==> src/rtl/prog_minterm_unit.sv <==
// prog_minterm_unit: registered N-to-2^N decoder with enable, ORed through a
// run-time loadable minterm mask, plus a saturating hit counter.
//
// The mask is reloaded serially (MSB first) into a shadow register and
// swapped in by a single COMMIT cycle. Evaluation keeps running on the old
// mask throughout the load.
//
// Config FSM states:
//   state     | meaning
//   ----------+------------------------------------------------------------
//   ST_IDLE   | no load in progress; cfg_start begins a new load
//   ST_LOAD   | shifting cfg_bit into the shadow on each cfg_bit_valid cycle
//   ST_COMMIT | one cycle: shadow copied into the live mask, cfg_done high
module prog_minterm_unit #(
   parameter int                N            = 4,
   parameter logic [(1<<N)-1:0] DEFAULT_MASK = 16'h28AC,
   parameter int                CNT_W        = 8
) (
   input  logic                clk,
   input  logic                rst_n,
   input  logic                en,
   input  logic                in_valid,
   input  logic [N-1:0]        in_sel,
   output logic                out_valid,
   output logic [(1<<N)-1:0]   onehot,
   output logic                f,
   input  logic                cfg_start,
   input  logic                cfg_bit_valid,
   input  logic                cfg_bit,
   output logic                cfg_busy,
   output logic                cfg_done,
   input  logic                cnt_clr,
   output logic [CNT_W-1:0]    hit_cnt
);

   localparam int M = 1 << N;
   localparam logic [N-1:0]     LAST_BIT = '1;
   localparam logic [CNT_W-1:0] CNT_MAX  = '1;

   typedef enum logic [1:0] {
      ST_IDLE   = 2'd0,
      ST_LOAD   = 2'd1,
      ST_COMMIT = 2'd2
   } cfg_state_t;

   cfg_state_t     state;
   cfg_state_t     state_nxt;

   logic [M-1:0]   mask;
   logic [M-1:0]   shadow;
   logic [N-1:0]   bit_cnt;

   logic           s1_valid;
   logic           s1_en;
   logic [N-1:0]   s1_sel;
   logic [M-1:0]   dec;

   // Stage 1: capture the request as presented.
   always_ff @(posedge clk or negedge rst_n) begin
      if (!rst_n) begin
         s1_valid <= 1'b0;
         s1_en    <= 1'b0;
         s1_sel   <= '0;
      end else begin
         s1_valid <= in_valid;
         s1_en    <= en;
         s1_sel   <= in_sel;
      end
   end

   // Decode the captured index; a disabled request decodes to all zeros.
   always_comb begin
      dec = '0;
      if (s1_en) begin
         dec[s1_sel] = 1'b1;
      end
   end

   // Stage 2: register decoder and function result; hold them on bubbles.
   // The mask read here is the pre-edge value, so a result produced on the
   // COMMIT edge still sees the old mask.
   always_ff @(posedge clk or negedge rst_n) begin
      if (!rst_n) begin
         out_valid <= 1'b0;
         onehot    <= '0;
         f         <= 1'b0;
      end else begin
         out_valid <= s1_valid;
         if (s1_valid) begin
            onehot <= dec;
            f      <= |(dec & mask);
         end
      end
   end

   // Hit counter: counts presented results with f=1, saturates, clear wins.
   always_ff @(posedge clk or negedge rst_n) begin
      if (!rst_n) begin
         hit_cnt <= '0;
      end else if (cnt_clr) begin
         hit_cnt <= '0;
      end else if (out_valid && f && (hit_cnt != CNT_MAX)) begin
         hit_cnt <= hit_cnt + 1'b1;
      end
   end

   // Config FSM state register.
   always_ff @(posedge clk or negedge rst_n) begin
      if (!rst_n) begin
         state <= ST_IDLE;
      end else begin
         state <= state_nxt;
      end
   end

   // Config FSM next state and status outputs.
   always_comb begin
      state_nxt = state;
      cfg_busy  = 1'b0;
      cfg_done  = 1'b0;
      case (state)
         ST_IDLE: begin
            if (cfg_start) begin
               state_nxt = ST_LOAD;
            end
         end
         ST_LOAD: begin
            cfg_busy = 1'b1;
            if (cfg_bit_valid && (bit_cnt == LAST_BIT)) begin
               state_nxt = ST_COMMIT;
            end
         end
         ST_COMMIT: begin
            cfg_busy  = 1'b1;
            cfg_done  = 1'b1;
            state_nxt = ST_IDLE;
         end
         default: begin
            state_nxt = ST_IDLE;
         end
      endcase
   end

   // Shadow shift register, accepted-bit counter and live mask update.
   always_ff @(posedge clk or negedge rst_n) begin
      if (!rst_n) begin
         mask    <= DEFAULT_MASK;
         shadow  <= '0;
         bit_cnt <= '0;
      end else begin
         case (state)
            ST_IDLE: begin
               if (cfg_start) begin
                  shadow  <= '0;
                  bit_cnt <= '0;
               end
            end
            ST_LOAD: begin
               if (cfg_bit_valid) begin
                  shadow  <= {shadow[M-2:0], cfg_bit};
                  bit_cnt <= bit_cnt + 1'b1;
               end
            end
            ST_COMMIT: begin
               mask <= shadow;
            end
            default: begin
               shadow <= shadow;
            end
         endcase
      end
   end

endmodule

==> config.mk <==
export PLATFORM = sky130hd
export DESIGN_NAME = prog_minterm_unit
export DESIGN_NICKNAME = d
export VERILOG_FILES = /design/src/rtl/prog_minterm_unit.sv
export SDC_FILE = /design/constraint.sdc
export NUM_CORES = 1
export LEC_CHECK = 0
export ABC_CLOCK_PERIOD_IN_PS = 1900
export BUFFER_PORTS_ARGS = -buffer_cell sky130_fd_sc_hd__buf_2
export CORE_MARGIN = 3
export CORE_UTILIZATION = 44
export DETAILED_ROUTE_END_ITERATION = 8
export PLACE_DENSITY = 0.63
export SYNTH_ARGS = -nofsm -noshare
export SYNTH_HDL_FRONTEND = slang
export SYNTH_SLANG_ARGS = --single-unit
==> constraint.sdc <==
create_clock -name clk -period 1.9 [get_ports clk]
set_input_delay 0.38 -clock clk [delete_from_list [all_inputs] [get_ports clk]]
set_output_delay 0.38 -clock clk [all_outputs]
set_load 0.01 [all_outputs]
Word level (Yosys, flattened, before mapping)

Cells that the tools add are included.

Input port bits: 12
Word-level logic and storage cells: 50
Bits in registers: 70
Output and inout port bits: 28

Multiplexer cells: 16
$add $sub $neg: 2
Order comparisons: 2
Equality and inequality tests: 7
Reduce and logical (&&, ||, !) cells: 11
Bitwise logic cells: 1

Operators with widths:

| kind                                                               | number |
|---|---|
| two-way mux 16 bit                                                 | 3 |
| one-hot mux 16 bit (2 select lines)                                | 1 |
| bitwise AND 16 bit                                                 | 1 |
| two-way mux 8 bit                                                  | 2 |
| OR reduction 16 bit                                                | 1 |
| adder 8 x 1 -> 8 bit (second input constant)                       | 1 |
| two-way mux 4 bit                                                  | 2 |
| != test 8 bit (second input constant)                              | 1 |
| one-hot mux 4 bit (2 select lines)                                 | 1 |
| != test 2 bit (second input constant)                              | 3 |
| less-than comparator 4 x 5 -> 1 bit (second input constant)        | 1 |
| adder 4 x 1 -> 4 bit (second input constant)                       | 1 |
| demux 1 bit (select 4 bit)                                         | 1 |
| equality test 4 bit (second input constant)                        | 1 |
| greater-or-equal comparator 4 x 1 -> 1 bit (second input constant) | 1 |
| logical AND 1 bit                                                  | 4 |
| two-way mux 2 bit                                                  | 2 |
| one-hot mux 2 bit (2 select lines)                                 | 1 |
| nonzero test 2 bit                                                 | 2 |
| two-way mux 1 bit                                                  | 3 |
| AND reduction 3 bit                                                | 1 |
| equality test 2 x 1 -> 1 bit (second input constant)               | 1 |
| equality test 2 bit (second input constant)                        | 1 |
| logical NOT 2 bit                                                  | 1 |
| 2 further kinds                                                    | 2 |

Logic depth before layout (Yosys ltp)

Gate-level depths: netlist of run 1.

Depth after elaboration: 7
Depth in mapped cells: 7
Mapped depth without buffers: 6

Worst setup path before layout of run 1

Ideal clock, no wire load.

Kind: register -> register
Start point: reg state[0]
End point: reg mask[10]
Period minus slack after synthesis: 1,652 ps
Cell stages (with the launch flop): 6
Data arrival time: 1,528 ps
Path buffers: 2
Setup time: 125 ps
Required time: 1,775 ps
Setup slack: 248 ps
Cells stage by stage: dfrtp_1 inv_1 ha_1 clkbuf_1 buf_2 mux2_2

Longest elaborated chain between the ends: 1

Ends and longest elaborated chain:

| item                     | line | RTL |
|---|---|---|
| start: declaration       | 46   | `cfg_state_t state;` |
| start signal: assignment | 112  | `state <= state_nxt;` |
| equality test 2 bit      | 151  | `case (state)` |
| end signal: assignment   | 165  | `mask <= shadow;` |
| end: declaration         | 49   | `logic [M-1:0] mask;` |

Every way passes these cells.
A chain may end at the register's enable or synchronous reset.

Worst setup path after layout of run 1

Start point: reg state[0]
End point: out cfg_done

Longest elaborated chain between the ends: 2

Ends and longest elaborated chain:

| item                | line | RTL |
|---|---|---|
| equality test 2 bit | 121  | `case (state)` |
| two-way mux 1 bit   | 121  |  |
| end: declaration    | 31   | `output logic cfg_done,` |

Every way passes these cells.

==> results of run 1 <==
[cells in the mapped netlist]
master / number / share of area [%]
a21o_1: 1 / 0.24
clkbuf_1: 2 / 0.24
nor2_1: 11 / 1.3
nand3b_1: 5 / 1.2
buf_4: 2 / 0.49
nor2b_2: 1 / 0.29
mux2i_1: 5 / 1.6
mux2_4: 2 / 0.98
or3b_1: 1 / 0.29
nand4_1: 1 / 0.20
o22ai_1: 17 / 3.5
inv_2: 1 / 0.12
nor3b_1: 1 / 0.24
dfrtp_1: 64 / 52
xnor2_1: 5 / 1.4
nor2b_1: 3 / 0.61
nor3_1: 3 / 0.49
nor3_2: 1 / 0.33
buf_1: 3 / 0.37
nor2_2: 1 / 0.20
a31oi_1: 4 / 0.81
a22o_1: 22 / 6.3
a311oi_1: 1 / 0.29
buf_6: 2 / 0.73
a2111oi_2: 1 / 0.49
a211oi_2: 1 / 0.41
mux2i_2: 1 / 0.45
o31ai_1: 1 / 0.24
and4_4: 1 / 0.37
a41oi_2: 1 / 0.53
a21boi_0: 1 / 0.24
buf_2: 4 / 0.65
dfstp_2: 6 / 5.1
and4_1: 3 / 0.86
nand3_1: 6 / 0.98
or3b_4: 1 / 0.37
mux2_2: 18 / 6.6
a41oi_1: 2 / 0.57
o21ai_0: 3 / 0.49
mux4_2: 1 / 0.73
nand2_1: 9 / 1.1
nand4b_1: 1 / 0.29
ha_1: 6 / 2.4
inv_1: 19 / 2.3
a21oi_1: 2 / 0.33
[flip-flops by register name, summed over array words and instances, names as in the netlist]
signal / flops
bit_cnt: 4
s1_en: 1
s1_sel: 4
hit_cnt: 8
out_valid: 1
state: 2
mask: 16
f: 1
s1_valid: 1
onehot: 16
shadow: 16
[worst reg2reg max path: cells and delay by family, from the launching register on]
family | cells | cell delay [ns]
adders and majority gates | 1 | 0.18
DFF | 1 | 0.38
muxes | 1 | 0.35
buffers and inverters | 2 | 0.26
and+or+nand+nor | 2 | 0.25
AOI/OAI and AO/OA | 1 | 0.23
[final timing paths]
kind	end	depth (start not counted)
setup / recovery	cfg_done	5
hold / removal	s1_sel[2]	1
setup reg to reg	state[0]	7
hold reg to reg	mask[12]	1
max in group asynchronous	mask[13]	3
min in group asynchronous	hit_cnt[5]	2
[area by class of cell]
type                            count  area (sq um)  area share [%]
Tap cell                           93           116            3.16
Timing Repair Buffer               52           324            8.81
Sequential cell                    70          1760            47.8
Multi-Input combinational cell    144          1170            31.7
Inverter                           20          75.1            2.04
Clock buffer                        9           124            3.37
Clock inverter                      7           113            3.06
[stage by stage]
step                setup TNS [ns]  instance area, sq um
CTS                              0                  3670
global route              -0.00725                  3680
floorplan                        0                  3070
finish                           0                  3680
detailed placement               0                  3420
global placement                 0                  3420
[per-layer routing]
metal	global-route usage [%]	vias to the layer above	part of all wire [%]
met4	5.68	0	1.3
li1	-	999	-
met3	5.25	7	3.9
met5	0	-	0
met2	24.8	40	48
met1	20.3	1014	47
[logic make-up after synthesis]
kind of cell             count (synthesis)  synth area share, %
adder cells (fa/ha/maj)                  6                 2.44
buffers and inverters                   33                 4.93
flip-flops                              70                 57.3
multiplexers                            27                 10.4
AO/OA/AOI/OAI                           57                 14.4
XOR/XNOR                                 5                 1.43
AND/OR/NAND/NOR                         49                 9.17
[report_power, final]
group | internal (mW) | switching, mW | leakage [nW]
clock network | 0.865 | 0.554 | 0.119
logic | 0.338 | 0.339 | 0.673
registers | 1.61 | 0.126 | 0.928
total | 2.81 | 1.02 | 1.72
[repair_timing]
action                                 CTS  global route
hold buffers                             1             0
setup endpoints to repair                0            14
setup buffers                            0             0
endpoints found under the hold margin   15             0
gates resized for setup                  0             2
==> results.md, run 1 <==
* Buf/Inv on CP at 4
* Largest net degree at the start of global routing at 31
* Maxcap violations at 0
* Critical Path Sink Type: output pin
* All-layer global routing usage at approximately 16%
* Fraction of layout cells with a size suffix above 1 at 34.8%
* WHS at approximately 0.15 ns
* Die span in x at between 80 and 90 um
* Hpwl dp at slightly above 4000 um
* Rel. slew slack at a little over half
* Clock buffer depth at 2
* Synthesized instance count at between 200 and 250
* Max Clk Rate at between 0.5 and 0.6 GHz
* Die Y at around 90 um
* WP data required at between 1.5 and 2 ns
* Nets at between 300 and 400
* Power Density at between 1000 and 1500 nW/um^2
* Fillers at ~580
* ANT nets after route at 0
* DP Cell Count at between 300 and 400
* Starting Density at about 47%
* Place WS at approximately 0.040 ns
* P&R area growth vs syn at 19.7%
* Post-Syn Area at 3070 sq um
* DR vias/cell at between 5 and 6
* Synth Net Count at 265
* RePlAce Congestion at between 0.8 and 0.9
* Design Power at approximately 3.8 mW
* Mean post-synth cell area at roughly 12 sq um
* Min Tclk post-route at 1.80 ns
* Detailed-route wire length at 5760 um
* Slew @ Worst Pin at between 0.6 and 0.7 ns
* # diodes at 0
* R2r setup slk at approximately 0.15 ns
* CTS clk-pin slew, worst paths at around 0.07 ns
* # setup viols final at 0
* Setup ws final at between 0.09 and 0.1 ns
* CP max-delay cell: dfrtp_1
* Worst IR Drop VDD at 0.622 mV
* CP startpoint: state[0]
* Skew-Pair Late Insertion Delay at 0.34 ns
* CTS sink cnt at 70
* Commonest cells after routing, fill and taps aside: 64 x dfrtp_1, 39 x buf_2, 22 x a22o_1
* First drt pass iteration count at 4
* Wire per inst at around 15 um
* Routed via count at roughly 2,000
* RR Startpoint: state[1]
* Tcrit/Tclk final at a little over nine tenths
* CP startpoint kind: flop
* Port Buffer Count at 39
* IO Count at 40
* Vias in the first global route at 1,936
* Num rows at 29
* Drt drc at 0
* Synth cell types at 45
* Worst-path maximum fanout at 17
* Sequential share of the synthesized area at approximately 57%
* Max Transition Viols Final at 0
* CP peak stage delay at about 0.4 ns
* Total core area at 6570 sq um
* CTS tree: built
* Final core area utilization at 56.0%
* Initial antenna violation count at 0
* CP Cell Sequence: inv_1, buf_4, ha_1, buf_6, buf_2
* Synth Warn # at 0
* Commonest non-fill, non-tap cell in the layout: dfrtp_1
* Status: complete, no violations
* GRT Residual Overflow at 0
* Hold wc startpoint: in_sel[2]
* Die area at roughly 8000 sq um
* Lkg Pwr at between 1.5 and 2 nW
* Max H-tree Level at 3
* Hold crit path type: in -> reg
* WS Path Type: reg -> out
* Global-route wire length before repair at 9470 um
* Clock Skew at 0.00541 ns
* Yosys reg bits at 70
* Cell family with most CP delay: buffers and inverters
* Crit path DAT at around 1.4 ns
* Initial DRC count at ~110
* Fin cells at a little under 400
* CTS root buf: clkbuf_8
* Num CTS Buffers at 9
* Final hold vios at 0
No activity file was read; power rests on OpenSTA's default activity.
==> inputs of run 2 (changes only) <==
--- a/config.mk
+++ b/config.mk
@@ -11,6 +11,7 @@
 export CORE_UTILIZATION = 44
 export DETAILED_ROUTE_END_ITERATION = 8
 export PLACE_DENSITY = 0.63
+export RECOVER_POWER = 25
 export SYNTH_ARGS = -nofsm -noshare
 export SYNTH_HDL_FRONTEND = slang
 export SYNTH_SLANG_ARGS = --single-unit
==> run 2 against run 1 <==
Net effect:
- global-route usage stayed put
- highest routed layer unchanged
- clock skew stayed put
- via count stayed put
- critical endpoint unchanged
- critical path depth stayed put
- largest cell class unchanged
==> results.md, run 2 (synthesis gave the netlist of run 1 again) <==
* Status: complete, no violations
* TNS Setup at 0 ns (unchanged)
* # setup viols final at 0 (unchanged)
* Hpwl dp at 4030 um (unchanged)
* Worst-path maximum fanout at 17 (unchanged)
* CP max-delay cell: dfrtp_1
* Clock buffer depth at 2 (unchanged)
* CP startpoint kind: flop
* Global-route wire length before repair at 9470 um (unchanged)
* Rel. slew slack at 29.6% (-25 points)
* Postcts setup bufs at 0 (unchanged)
* CTS root buf: clkbuf_8
* Initial DRC count at 113 (unchanged)
* Port Buffer Count at 39 (unchanged)
* All-layer global routing usage at 15.8% (unchanged)
* Num rows at 29 (unchanged)
* First drt pass iteration count at 4 (unchanged)
* Final hold vios at 0 (unchanged)
* Die area at 8020 sq um (unchanged)
* P&R area growth vs syn at 19.7% (about the same)
* Vias in the first global route at 1,936 (unchanged)
* R2r setup slk at 0.15 ns (about the same)
* CTS sink cnt at 70 (unchanged)
* Routed via count at 2,060 (unchanged)
* IO Count at 40 (unchanged)
* WS Path Type: reg -> out
* CP peak stage delay at 0.40 ns (about the same)
* Max Transition Viols Final at 0 (unchanged)
* Commonest cells after routing, fill and taps aside: 64 x dfrtp_1, 38 x buf_2, 22 x a22o_1
* Die Y at 89.6 um (unchanged)
* Nets at 315 (unchanged)
* WP data required at 1.52 ns (about the same)
* RR Startpoint: state[1]
* Hold endpoint: s1_sel[2]
* GRT Residual Overflow at 0 (unchanged)
* Worst IR Drop VDD at 0.622 mV (about the same)
* WHS at 0.146 ns (unchanged)
* Skew-Pair Late Insertion Delay at 0.34 ns (about the same)
* Tcrit/Tclk final at 94.8% (unchanged)
* Critical Path Sink Type: output pin
* Path depth of the worst reg2reg path at 7 (unchanged)
* RePlAce Congestion at 0.823 (unchanged)
* Hold depth at 1 (unchanged)
* Fraction of layout cells with a size suffix above 1 at 34.4% (-0.33 points)
* Total core area at 6570 sq um (unchanged)
* Biggest registers after layout: mask x16, onehot x16, shadow x16
* Detailed-route wire length at 5760 um (about the same)
* Num CTS Buffers at 9 (unchanged)
* Reg-to-Reg End: state[0]
* Maxcap violations at 0 (unchanged)
* Clock Skew at 0.00541 ns (unchanged)
* Die span in x at 89.6 um (unchanged)
* Crit path DAT at 1.42 ns (about the same)
* Initial antenna violation count at 0 (unchanged)
* Starting Density at 46.8% (unchanged)
* Slew @ Worst Pin at 1.06 ns (+0.371 ns)
* Max H-tree Level at 3 (unchanged)
* Drt drc at 0 (unchanged)
* CP Cell Sequence: inv_1, buf_4, ha_1, buf_6, buf_2
* Hold crit path type: in -> reg
* Min Tclk post-route at 1.80 ns (unchanged)
* Hold wc startpoint: in_sel[2]
* Largest net degree at the start of global routing at 31 (unchanged)
* DR vias/cell at 5.22 (unchanged)
* CTS tree: built
* Max Clk Rate at 0.555 GHz (unchanged)
* Power Density at 1040 nW/um^2 (about the same)
* ANT nets after route at 0 (unchanged)
* Wire per inst at 14.6 um (about the same)
* # diodes at 0 (unchanged)
* Commonest non-fill, non-tap cell in the layout: dfrtp_1
* Lkg Pwr at 1.72 nW (-0.16%)
* CTS clk-pin slew, worst paths at 0.07 ns (about the same)
## run 2: cell types whose count changed in the layout (fill, tap and decap cells not counted)
cell	delta
clkbuf_1	+1
buf_2	-1
## run 2: layout make-up
cell class | instances | area [sq um]
clock buffer | 9 | 124
clock inverter | 7 | 113
fill | 582 | 2890
inverter | 20 | 75.1
multi-input combinational | 144 | 1170
sequential | 70 | 1760
tap | 93 | 116
timing repair buffer | 52 | 323
## run 2: power by group
part / switching [mW] / internal [mW] / leakage (nW)
clock: 0.554 / 0.865 / 0.119
sequential: 0.126 / 1.61 / 0.928
combinational: 0.339 / 0.338 / 0.671
total: 1.02 / 2.81 / 1.72
## run 2: repair_timing
action	CTS	global route
endpoints found under the setup margin	0	14
hold buffers	1	0
hold endpoints to repair	15	0
gates resized for setup	0	2
## run 2: worst max-delay path by stage
| stage | from | to | slack, ns |
|---|---|---|---|
| floorplan | state[0] | mask[10] | 0.25 |
| global placement | state[0] | bit_cnt[0] | 0.13 |
| detailed placement | state[0] | bit_cnt[1] | 0.04 |
| CTS | state[0] | cfg_done | 0.01 |
| global route | state[1] | state[0] | -0.007 |
| finish | state[0] | cfg_done | 0.1 |
## run 2: stage by stage
step / area (sq um) / utilization [%] / worst slack [ns] / cells / total power [mW]
after floorplan: 3070 / - / 0.248 / 247 / 2.17
after global placement: 3420 / 52.1 / 0.125 / 378 / 2.42
after detailed placement: 3420 / 52.1 / 0.0397 / 378 / 2.44
after CTS: 3670 / 55.9 / 0.0130 / 395 / 3.87
after global routing: 3680 / 56.0 / -0.00725 / 395 / 4.03
final: 3680 / 56.0 / 0.0997 / 395 / 3.83
## run 2: worst max-delay path: cells and delay by family, from the launching register on
| kind | cells | cell delay, ns |
|---|---|---|
| buf+inv | 4 | 0.54 |
| flops | 1 | 0.40 |
| fa+ha+maj | 1 | 0.15 |
## run 2: metal layers
layer  vias up  share of wire (%)  wire [um]  track usage, %
met5         -                  0          0               0
li1        999                  -          -               -
met4         0                1.3         76            5.68
met2        40                 48       2750            24.8
met1      1014                 47       2710            20.3
met3         7                3.9        224            5.25
